[src/rtl/regfile_pkg.sv]
// Shared types and defaults for the 2-read/1-write register file.
// Pure declarations: no latency, no backpressure.
package regfile_pkg;

    typedef enum logic {
        IDLE  = 1'b0,
        CLEAR = 1'b1
    } clr_state_t;

    localparam int DEF_DATA_W = 16;
    localparam int DEF_DEPTH  = 8;

    function automatic int addr_width(input int depth);
        return (depth <= 2) ? 1 : $clog2(depth);
    endfunction

endpackage

[src/rtl/regfile_clear_seq.sv]
// Clear sequencer: walks the array zeroing one entry per cycle.
// Busy for exactly DEPTH cycles after a request; requests while busy are ignored.
module regfile_clear_seq
    import regfile_pkg::*;
#(
    parameter int DEPTH  = DEF_DEPTH,
    parameter int ADDR_W = addr_width(DEPTH)
) (
    input  logic              clk,
    input  logic              rst_n,
    input  logic              clr_req,
    output logic              busy,
    output logic              clr_we,
    output logic [ADDR_W-1:0] clr_idx
);

    localparam logic [ADDR_W-1:0] LAST_IDX = ADDR_W'(DEPTH - 1);

    clr_state_t        state, state_nxt;
    logic [ADDR_W-1:0] idx, idx_nxt;

    always_ff @(posedge clk or negedge rst_n) begin
        if (!rst_n) begin
            state <= IDLE;
            idx   <= '0;
        end else begin
            state <= state_nxt;
            idx   <= idx_nxt;
        end
    end

    always_comb begin
        state_nxt = state;
        idx_nxt   = idx;
        case (state)
            IDLE: begin
                if (clr_req) begin
                    state_nxt = CLEAR;
                    idx_nxt   = '0;
                end
            end
            CLEAR: begin
                if (idx == LAST_IDX) begin
                    state_nxt = IDLE;
                    idx_nxt   = '0;
                end else begin
                    idx_nxt = idx + ADDR_W'(1);
                end
            end
            default: state_nxt = IDLE;
        endcase
    end

    assign busy    = (state == CLEAR);
    assign clr_we  = (state == CLEAR);
    assign clr_idx = idx;

endmodule

[src/rtl/regfile_2r1w.sv]
// Register file, 1 write + 2 registered read ports with write-first bypass and bulk clear.
// Read latency 1 cycle; no backpressure: writes during a clear or out of range are dropped and flagged.
module regfile_2r1w
    import regfile_pkg::*;
#(
    parameter int DATA_W  = DEF_DATA_W,
    parameter int DEPTH   = DEF_DEPTH,
    parameter int ADDR_W  = addr_width(DEPTH),
    parameter bit R0_ZERO = 1'b0
) (
    input  logic              clk,
    input  logic              rst_n,
    input  logic              wr_en,
    input  logic [ADDR_W-1:0] wr_addr,
    input  logic [DATA_W-1:0] wr_data,
    output logic              wr_err,
    input  logic              rd_en_a,
    input  logic [ADDR_W-1:0] rd_addr_a,
    output logic [DATA_W-1:0] rd_data_a,
    output logic              rd_valid_a,
    input  logic              rd_en_b,
    input  logic [ADDR_W-1:0] rd_addr_b,
    output logic [DATA_W-1:0] rd_data_b,
    output logic              rd_valid_b,
    input  logic              clr_req,
    output logic              busy
);

    logic [DATA_W-1:0] mem [DEPTH];
    logic              clr_we;
    logic [ADDR_W-1:0] clr_idx;
    logic              wr_hit;
    logic              mem_we;
    logic [ADDR_W-1:0] mem_waddr;
    logic [DATA_W-1:0] mem_wdata;

    regfile_clear_seq #(
        .DEPTH  (DEPTH),
        .ADDR_W (ADDR_W)
    ) u_clear_seq (
        .clk     (clk),
        .rst_n   (rst_n),
        .clr_req (clr_req),
        .busy    (busy),
        .clr_we  (clr_we),
        .clr_idx (clr_idx)
    );

    function automatic logic in_range(input logic [ADDR_W-1:0] a);
        return int'(a) < DEPTH;
    endfunction

    assign wr_hit = wr_en && !busy && in_range(wr_addr) && !(R0_ZERO && (wr_addr == '0));

    // The clear owns the single write port while busy; user writes are blocked then anyway.
    assign mem_we    = clr_we | wr_hit;
    assign mem_waddr = clr_we ? clr_idx : wr_addr;
    assign mem_wdata = clr_we ? '0 : wr_data;

    always_ff @(posedge clk or negedge rst_n) begin
        if (!rst_n) begin
            for (int i = 0; i < DEPTH; i++) mem[i] <= '0;
        end else if (mem_we) begin
            mem[mem_waddr] <= mem_wdata;
        end
    end

    // A clear is presented as atomic, so any read while busy sees zero.
    function automatic logic [DATA_W-1:0] read_val(input logic [ADDR_W-1:0] a);
        if (busy || !in_range(a) || (R0_ZERO && (a == '0))) return '0;
        if (wr_hit && (wr_addr == a)) return wr_data;
        return mem[a];
    endfunction

    always_ff @(posedge clk or negedge rst_n) begin
        if (!rst_n) begin
            rd_data_a  <= '0;
            rd_data_b  <= '0;
            rd_valid_a <= 1'b0;
            rd_valid_b <= 1'b0;
            wr_err     <= 1'b0;
        end else begin
            rd_valid_a <= rd_en_a;
            rd_valid_b <= rd_en_b;
            if (rd_en_a) rd_data_a <= read_val(rd_addr_a);
            if (rd_en_b) rd_data_b <= read_val(rd_addr_b);
            wr_err <= wr_en && (busy || !in_range(wr_addr));
        end
    end

endmodule

[config.mk]
export PLATFORM = sky130hd
export DESIGN_NAME = regfile_2r1w
export DESIGN_NICKNAME = d
export VERILOG_FILES = /design/src/rtl/regfile_pkg.sv /design/src/rtl/regfile_clear_seq.sv /design/src/rtl/regfile_2r1w.sv
export SDC_FILE = /design/constraint.sdc
export NUM_CORES = 1
export LEC_CHECK = 0
export ABC_AREA = 1
export BUFFER_PORTS_ARGS = -buffer_cell sky130_fd_sc_hd__buf_4
export CORE_MARGIN = 2
export CORE_UTILIZATION = 65
export DETAILED_ROUTE_END_ITERATION = 7
export MAX_ROUTING_LAYER = met4
export PLACE_DENSITY_LB_ADDON = 0.15
export REMOVE_ABC_BUFFERS = 1
export SETUP_SLACK_MARGIN = 0.3
export SYNTH_ARGS = -nofsm -noshare
export SYNTH_HDL_FRONTEND = slang
export SYNTH_SLANG_ARGS = --single-unit
[constraint.sdc]
create_clock -name clk -period 3.65 [get_ports clk]
set_input_delay 0.365 -clock clk [delete_from_list [all_inputs] [get_ports clk]]
set_output_delay 0.365 -clock clk [all_outputs]
set_load 0.02 [all_outputs]
* Word-level counts from Yosys, hierarchy flattened
Index checks and enable logic that the tools add are counted.
Word-level totals: register bits 167, latch bits 0, memory bits (writable) 0, bits in read-only memories 0, input bits 31, output and inout port bits 36, logic and storage cells 68, memories kept 0
Cells by class: $add $sub $neg 1, multiply operators 0, divide/modulo/power cells 0, order comparisons 4, equality and inequality tests 4, shift operators 0, multiplexer cells 33, bitwise logic cells 5, reduce and logical (&&, ||, !) cells 6
Operators by type and width (number):
- 2-to-1 mux 16 bit | 13
- bitwise mux 128 bit | 1
- binary-select mux 16 bit (select 3 bit) | 2
- demux 16 bit (select 3 bit) | 1
- >= comparator 4 bit (second input constant) | 3
- NOT 3 -> 4 bit | 3
- 2-to-1 mux 1 bit | 11
- 2-to-1 mux 3 bit | 3
- equality test 3 bit | 2
- one-hot mux 3 bit (2 select lines) | 1
- logical AND 1 bit | 5
- < comparator 4 x 1 -> 1 bit (second input constant) | 1
- adder 3 x 1 -> 3 bit (second input constant) | 1
- equality test 3 bit (second input constant) | 1
- != test 2 bit (second input constant) | 1
- one-hot mux 1 bit (2 select lines) | 1
- logical NOT 1 bit | 1
- NOT 1 bit | 1
- OR 1 bit | 1

* Depth between registers and ports, before layout
Gate-level depths: netlist (run 1).
word-level depth 8, gate-level depth with buffers 11, depth with buffers taken out 9

* Hierarchy
A second synthesis (run 1) with hierarchy kept.
Unflattened totals: cells, all modules 1293, area total of the unflattened synthesis 9246.4 um^2
By module, submodules not included:
- regfile_2r1w | times used 1, cells each 1272, area an instance 9047.4 um^2, sequential area each 4078.9 um^2
- regfile_clear_seq | times used 1, cells each 21, area an instance 198.9 um^2, sequential area each 100.1 um^2

* Worst setup path after synthesis (run 1)
Ideal clock, no wire load.
kind flip-flop to flip-flop, start point register u_clear_seq.state, in the netlist u_clear_seq.busy, end point register mem[49] (netlist name), setup time 127 ps, arrival 1439 ps, data required time 3523 ps, slack 2084 ps, stages on the path, launching flop included 10, buffers on the path 2, clock period less this slack 1566 ps, path through dfrtp_1 -> buf_6 -> nand2_1 -> o21ai_2 -> inv_2 -> nor2_4 -> nand2_2 -> buf_2 -> nand2_1 -> o21ai_1
Between the ends: cells in the longest elaborated chain, start to end 7, elaborated cells between the ends (all ways) 12, those cells by class 2 x order compare; 5 x mux; 2 x bitwise; 3 x reduce/logical
RTL lines:
- from (decl) | line regfile_clear_seq.sv:19 | clr_state_t state, state_nxt;
- from (signal assigned) | line regfile_clear_seq.sv:27 | state <= state_nxt;
- 2-to-1 mux 3 bit | line regfile_2r1w.sv:57 | assign mem_waddr = clr_we ? clr_idx : wr_addr;
- NOT 3 -> 4 bit (implied by the code) | line regfile_2r1w.sv:64 | mem[mem_waddr] <= mem_wdata;
- >= comparator 4 bit (implied by the code) or < comparator 4 x 1 -> 1 bit (tied branches) | line regfile_2r1w.sv:64
- logical AND 1 bit (implied by the code) | line regfile_2r1w.sv:64
- 2-to-1 mux 16 bit (implied by the code) | line regfile_2r1w.sv:64
- demux 16 bit (select 3 bit) | line regfile_2r1w.sv:64
- bitwise mux 128 bit | line regfile_2r1w.sv:64
- to (signal, indexed assignment) | line regfile_2r1w.sv:64
- to (decl) | line regfile_2r1w.sv:29 | logic [DATA_W-1:0] mem [DEPTH];
Several ways; a longest one is shown, not always the timed one. A chain may end at the register's enable or synchronous reset.

* Worst setup path after layout (run 1)
start point register u_clear_seq.state, in the netlist u_clear_seq.busy, end point register mem[68] (netlist name)
Same word-level chain as after synthesis.

==> metrics.cfg, run 1 <==
[critical_path]
crit_path_cell_trace=inv_2, nand2_2, nand2_1, nor2_4, nand2_2, nand2_1, o21ai_0
setup.worst_path.class=flip-flop to flip-flop
slowest_stage=dfrtp_1
cp.arrival_ps=2730
timing.rr.end=mem[68]$_DFFE_PN0P_
cp-endpoint=mem[68]$_DFFE_PN0P_
crit_path_max_fanout=32
cp-start-kind=flip-flop
r2r_cells=7
end_kind=flip-flop
ff2ff_setup_slack_ps=1210
critical_path.startpoint=u_clear_seq.busy$_DFF_PN0_
slowest_delay_ps=700
rr_startpoint=u_clear_seq.busy$_DFF_PN0_
crit_required_ps=3940

[timing]
finalHoldViolCount=0
rsz0062_at_grt=false
timing.setup.tns_ps=0
setup_viol_count_final=0
fmax_mhz=409
tightestPinTransition_ps=1450
hold_slack_ps=12.4
timing.final.crit_share_pct=66.9
slew_headroom_pct=3.24
drv_slew=0
fin_skew_ps=6.89
period_minus_slack_ps=2440

[detailed_routing]
ant_nets=0
highest_layer=met4
drcViolationCount=0
wl_um=28900
wl_met3_um=4110
m1WireLength_um=10600
via_per_inst=6.19
drt-initial-drc-count=1414
drt_pass1_iterations=6
num_vias=9255
wl_met2_um=13000
wl_per_cell_um=19.3

[cts]
ctsRootBufferMaster=clkbuf_16
cts_sinks=167
path_clk_slew_ps=60
cts_resized=0
cts_setup_buffers=0
cts_tree=done
cts_buffers=17
ctsLongestPathBuffers=2
cts_hold_buf=0
clkLatencyLatePin_ps=440
cts_max_level=4

[logic_synthesis]
syn_inst=1289
yosys_warnings=0
ys_ff_latch=167
netlist_area_sq_um=9090
ys_seq_area_share_pct=46.0
syn_avg_cell_area_sq_um=7.05
synth_cell_types=22

[placed_design]
dpl.hpwl_um=15500
port_buffers=66
place_congestion=0.880

[outcome]
status=complete, no violations

[finish]
finalNetCount=1334
syn_to_final_growth_pct=11.3
post-route-util_pct=73.5
diodes=0
drive_above_1_share_pct=10.7

[global_routing]
grt_pass1_wl_um=46100
antenna_found_initial=0
overflow=0
grt_pass1_vias=8700
grt_max_degree=95
grt_usage_pct=42.0

[power]
irDropWorstVdd_mv=0.636
power.density_nw_per_um2=772
p_leak_nw=4.96
p_total_mw=7.81

[job]
max_cap_viol_count=0

[floorplanning]
dieArea_sq_um=14900
die_h_um=122
die_width_um=122
initial_core_util_pct=66.0
rows=43
core_area_sq_um=13800
io_pins=67

[hold_path]
hold_path.class=primary input to async pin

## through the flow
stage               worst slack, ps  std cells  area, sq um
global route                   1030       1494        10100
finish                         1210       1494        10100
detailed placement             1290       1462         9480
global placement               1280       1462         9480
CTS                            1280       1494        10100
floorplan                      1570       1206         8670
## where the power goes
part,internal [mW],total [mW],switching (mW)
Clock,1.17,1.96,0.789
Sequential,2.52,3.08,0.561
Combinational,0.852,2.77,1.92
## layer usage
layer | global-route usage, % | vias up
met1 | 55.0 | 4209
met4 | 18.7 | 0
met3 | 11.0 | 133
li1 | - | 4186
met5 | - | -
met2 | 61.7 | 727
## layout make-up
| cell class | count | area, sq um |
|---|---|---|
| sequential | 167 | 4180 |
| fill | 1102 | 3650 |
| inverter | 68 | 255 |
| clock inverter | 14 | 196 |
| multi-input combinational | 971 | 4240 |
| timing repair buffer | 76 | 587 |
| clock buffer | 18 | 439 |
| tap | 180 | 225 |
## how the worst min path moves through the flow
stage                                   start                         to  slack (ps)  depth (start not counted)
detailed placement  rd_data_b[11]$_DFFE_PN0P_  rd_data_b[11]$_DFFE_PN0P_         470                          2
global placement    rd_data_b[11]$_DFFE_PN0P_  rd_data_b[11]$_DFFE_PN0P_         460                          2
finish                                  rst_n        mem[48]$_DFFE_PN0P_          10                          1
CTS                                   rd_en_b       rd_valid_b$_DFF_PN0_          50                          1
floorplan                               rst_n         mem[0]$_DFFE_PN0P_          70                          0
global route                          rd_en_b       rd_valid_b$_DFF_PN0_          40                          1
## registers in the layout, indices dropped and copies added, names as in the netlist
register,flops
u_clear_seq.clr_idx,3
rd_valid_b,1
rd_data_a,16
wr_err,1
mem,128
u_clear_seq.busy,1
rd_valid_a,1
rd_data_b,16
## critical path, delay by kind of cell (launching register included)
family	cells	cell delay, ps
simple gates	5	1130
flops	1	700
buf+inv	1	340
compound gates	1	110
## cells in the mapped netlist (all sizes together)
| cell type | count | share of area [%] |
|---|---|---|
| a21oi | 2 | 0.23 |
| buf | 57 | 3.5 |
| clkbuf | 26 | 1.1 |
| clkinv | 2 | 0.083 |
| dfrtp | 167 | 46 |
| ha | 2 | 0.28 |
| inv | 66 | 2.7 |
| nand2 | 562 | 24 |
| nand3 | 256 | 14 |
| nor2 | 16 | 1.1 |
| o21ai | 133 | 7.4 |
## cell usage in the layout, fill, tap and decap left out, types with 2 or more instances in the layout
cell	Yosys	routed
clkbuf_16	0	17
bufinv_16	0	4
ha_1	2	2
clkinv_2	0	2
dfrtp_1	167	167
clkinvlp_4	0	3
o21ai_0	29	29
nor2_2	6	6
clkinv_1	2	2
nand3_1	256	256
nand2_2	12	12
clkinv_4	0	2
o21ai_2	2	2
inv_6	0	3
o21ai_1	102	102
nand2_1	550	550
nor2_1	7	7
inv_1	58	57
buf_4	2	74
inv_2	8	9
nor2_4	3	3
## logic make-up after synthesis
| logic type | Yosys count | share of synthesized area [%] |
|---|---|---|
| DFF | 167 | 46.0 |
| buffers and inverters | 151 | 7.42 |
| adders and majority gates | 2 | 0.275 |
| AOI/OAI and AO/OA | 135 | 7.64 |
| and+or+nand+nor | 834 | 38.7 |
Note: power is estimated with default switching activity, not from simulation.
==> run 2, diff against run 1 <==
Settings changed: CORE_UTILIZATION 65 to 55.
Clock period 3.65 ns to 2.1 ns, I/O delays scaled along.
==> run 2 against run 1 <==
Effect of this change: combinational power rose by 84%; clock-buffer cell count rose by 1; sequential share of layout area fell by 1.5 points; clock power rose by 56%; largest power group unchanged.
==> metrics.cfg, run 2 (synthesis gave the netlist of run 1 again) <==
[outcome]
status=complete, no violations

[floorplanning]
rows=47  ; +9.3%
io_pins=67  ; unchanged
die_width_um=133  ; +8.4%
dieArea_sq_um=17600  ; +18%
initial_core_util_pct=55.6  ; -10 points
core_area_sq_um=16300  ; +19%
die_h_um=133  ; +8.4%

[finish]
mostFrequentLayoutCells=nand2_1, nand3_1, dfrtp_1
drive_above_1_share_pct=13.2  ; +2.5 points
layout_commonest_cell=nand2_1
diodes=0  ; unchanged
top_regs=mem x128, rd_data_a x16, rd_data_b x16
post-route-util_pct=64.3  ; -9.2 points
layout.cells.non_filler=1575  ; +5.4%
stdcell_area_sq_um=10500  ; +3.8%
largest_reg_flops=128  ; unchanged
finalNetCount=1375  ; +3.1%
syn_to_final_growth_pct=15.6
multi_input_comb_area_sq_um=4250  ; +0.18%
n_fill_cell=1549  ; +41%
regMostFlops=mem
regArea_sq_um=4180  ; about the same

[cts]
path_clk_slew_ps=70  ; about the same
cts_tree=done
ctsRootBufferMaster=clkbuf_16
ctsLongestPathBuffers=2  ; unchanged
cts_max_level=4  ; unchanged
clkLatencyLatePin_ps=440  ; about the same
cts_buffers=17  ; unchanged
cts_sinks=167  ; unchanged

[global_routing]
antenna_found_initial=0  ; unchanged
grt_max_degree=61  ; -36%
grt_pass1_vias=8660  ; -0.46%
overflow=0  ; unchanged
grt_pass1_wl_um=46800  ; +1.5%
grt_usage_pct=35.3  ; -6.7 points

[timing]
rsz0062_at_grt=false
tightestPinTransition_ps=504  ; -942 ps
timing.final.crit_share_pct=83.0  ; +16 points
slew_headroom_pct=66.4  ; +63 points
fmax_mhz=574  ; +40%
fin_skew_ps=12.2  ; +5.35 ps
drv_slew=0  ; unchanged
setup_viol_count_final=0  ; unchanged
period_minus_slack_ps=1740  ; -700 ps
timing.setup.tns_ps=0  ; unchanged
finalHoldViolCount=0  ; unchanged

[job]
max_cap_viol_count=0  ; unchanged

[detailed_routing]
drcViolationCount=0  ; unchanged
ant_nets=0  ; unchanged
wl_um=29000  ; +0.27%
wl_per_cell_um=18.4  ; -4.9%
drt_pass1_iterations=6  ; unchanged
via_per_inst=5.77  ; -6.9%
drt-initial-drc-count=1138  ; -20%
num_vias=9080  ; -1.9%

[power]
p_leak_nw=5.16  ; +4.0%
power.density_nw_per_um2=1280  ; +66%
irDropWorstVdd_mv=0.743  ; +17%
p_total_mw=13.4  ; +72%

[hold_path]
hold_path.class=primary input to flip-flop

[critical_path]
critical_path.top_delay_family=simple AND/OR/NAND/NOR gates
slowest_delay_ps=520  ; -180 ps
cp-start-kind=flip-flop
crit_path_cell_trace=nor2_1, nand2_1, nor2_2, nand2_2, buf_4, nand3_1, nand2_1, nand2_1
crit_required_ps=2480  ; -1460 ps
cp_common_cell=nand2_1
cp.arrival_ps=2120  ; -610 ps
critPathBufInv=1  ; unchanged
crit_path_max_fanout=14  ; -56%
setup.worst_path.class=flip-flop to flip-flop
end_kind=flip-flop
slowest_stage=dfrtp_2

[placed_design]
port_buffers=66  ; unchanged
place_congestion=0.892  ; +1.4%
placed_area_sq_um=9860  ; +4.0%
dpl.hpwl_um=17800  ; +15%
dp.cells=1536  ; +5.1%

[run 2: changes by cell type in the layout (fill, tap and decap cells not counted), sizes merged]
cell and delta:
bufinv -3, clkinv +3, clkinvlp -1, buf +37, dlygate4sd3 +4, clkbuf +1
[run 2: worst register-to-register path, stage by stage, from the launching register on]
cell and delay, ps:
dfrtp_2 520, nor2_1 210, nand2_1 80, nor2_2 140, nand2_2 280, buf_4 280
nand3_1 80, nand2_1 60, nand2_1 50
[run 2: area by class of cell]
| cell class | instances | area share (%) |
|---|---|---|
| multi-input combinational | 971 | 40.4 |
| inverter | 68 | 2.43 |
| tap | 220 | 2.62 |
| clock buffer | 19 | 4.22 |
| timing repair buffer | 117 | 9.36 |
| clock inverter | 13 | 1.18 |
| sequential | 167 | 39.8 |
[run 2: worst paths after layout]
check | from | to | slack (ps) | cells past startpoint
min in group asynchronous | rst_n | rd_data_b[7]$_DFFE_PN0P_ | 290 | 2
worst min register to register | rd_data_b[15]$_DFFE_PN0P_ | rd_data_b[15]$_DFFE_PN0P_ | 480 | 2
worst max register to register | u_clear_seq.busy$_DFF_PN0_ | rd_data_a[6]$_DFFE_PN0P_ | 360 | 8
worst max-delay path | u_clear_seq.busy$_DFF_PN0_ | rd_data_a[6]$_DFFE_PN0P_ | 360 | 8
worst min-delay path | clr_req | u_clear_seq.busy$_DFF_PN0_ | 30 | 3
max in group asynchronous | rst_n | rd_data_b[3]$_DFFE_PN0P_ | 1150 | 3
[run 2: repair_timing]
action / in CTS / in global routing
endpoints found under the setup margin: 48 / 24
buffers inserted: 0 / 3
hold buffers: 4 / 0
endpoints found under the hold margin: 49 / 0
resized for setup: 1 / 3
[run 2: power breakdown]
part | switching [mW] | total (mW) | leakage, nW | internal [mW]
Clock | 1.37 | 3.05 | 0.276 | 1.68
Combinational | 3.34 | 5.09 | 2.61 | 1.75
Sequential | 0.930 | 5.31 | 2.28 | 4.38
Total | 5.64 | 13.4 | 5.16 | 7.81
[run 2: per-layer routing]
| metal | GRT usage, % | routed length, um | up-vias |
|---|---|---|---|
| met4 | 14.6 | 986 | 0 |
| met2 | 51.6 | 12700 | 535 |
| met3 | 8.01 | 3130 | 93 |
| li1 | - | - | 4269 |
| met5 | - | 0 | - |
| met1 | 47.6 | 12200 | 4183 |
[run 2: through the flow]
step	hold slack (ps)	worst slack [ps]
2_1_floorplan	-85.6	172
3_3_place_gp	198	254
3_5_place_dp	202	120
4_1_cts	22.8	310
5_1_grt	38.2	276
6_report	31.2	357
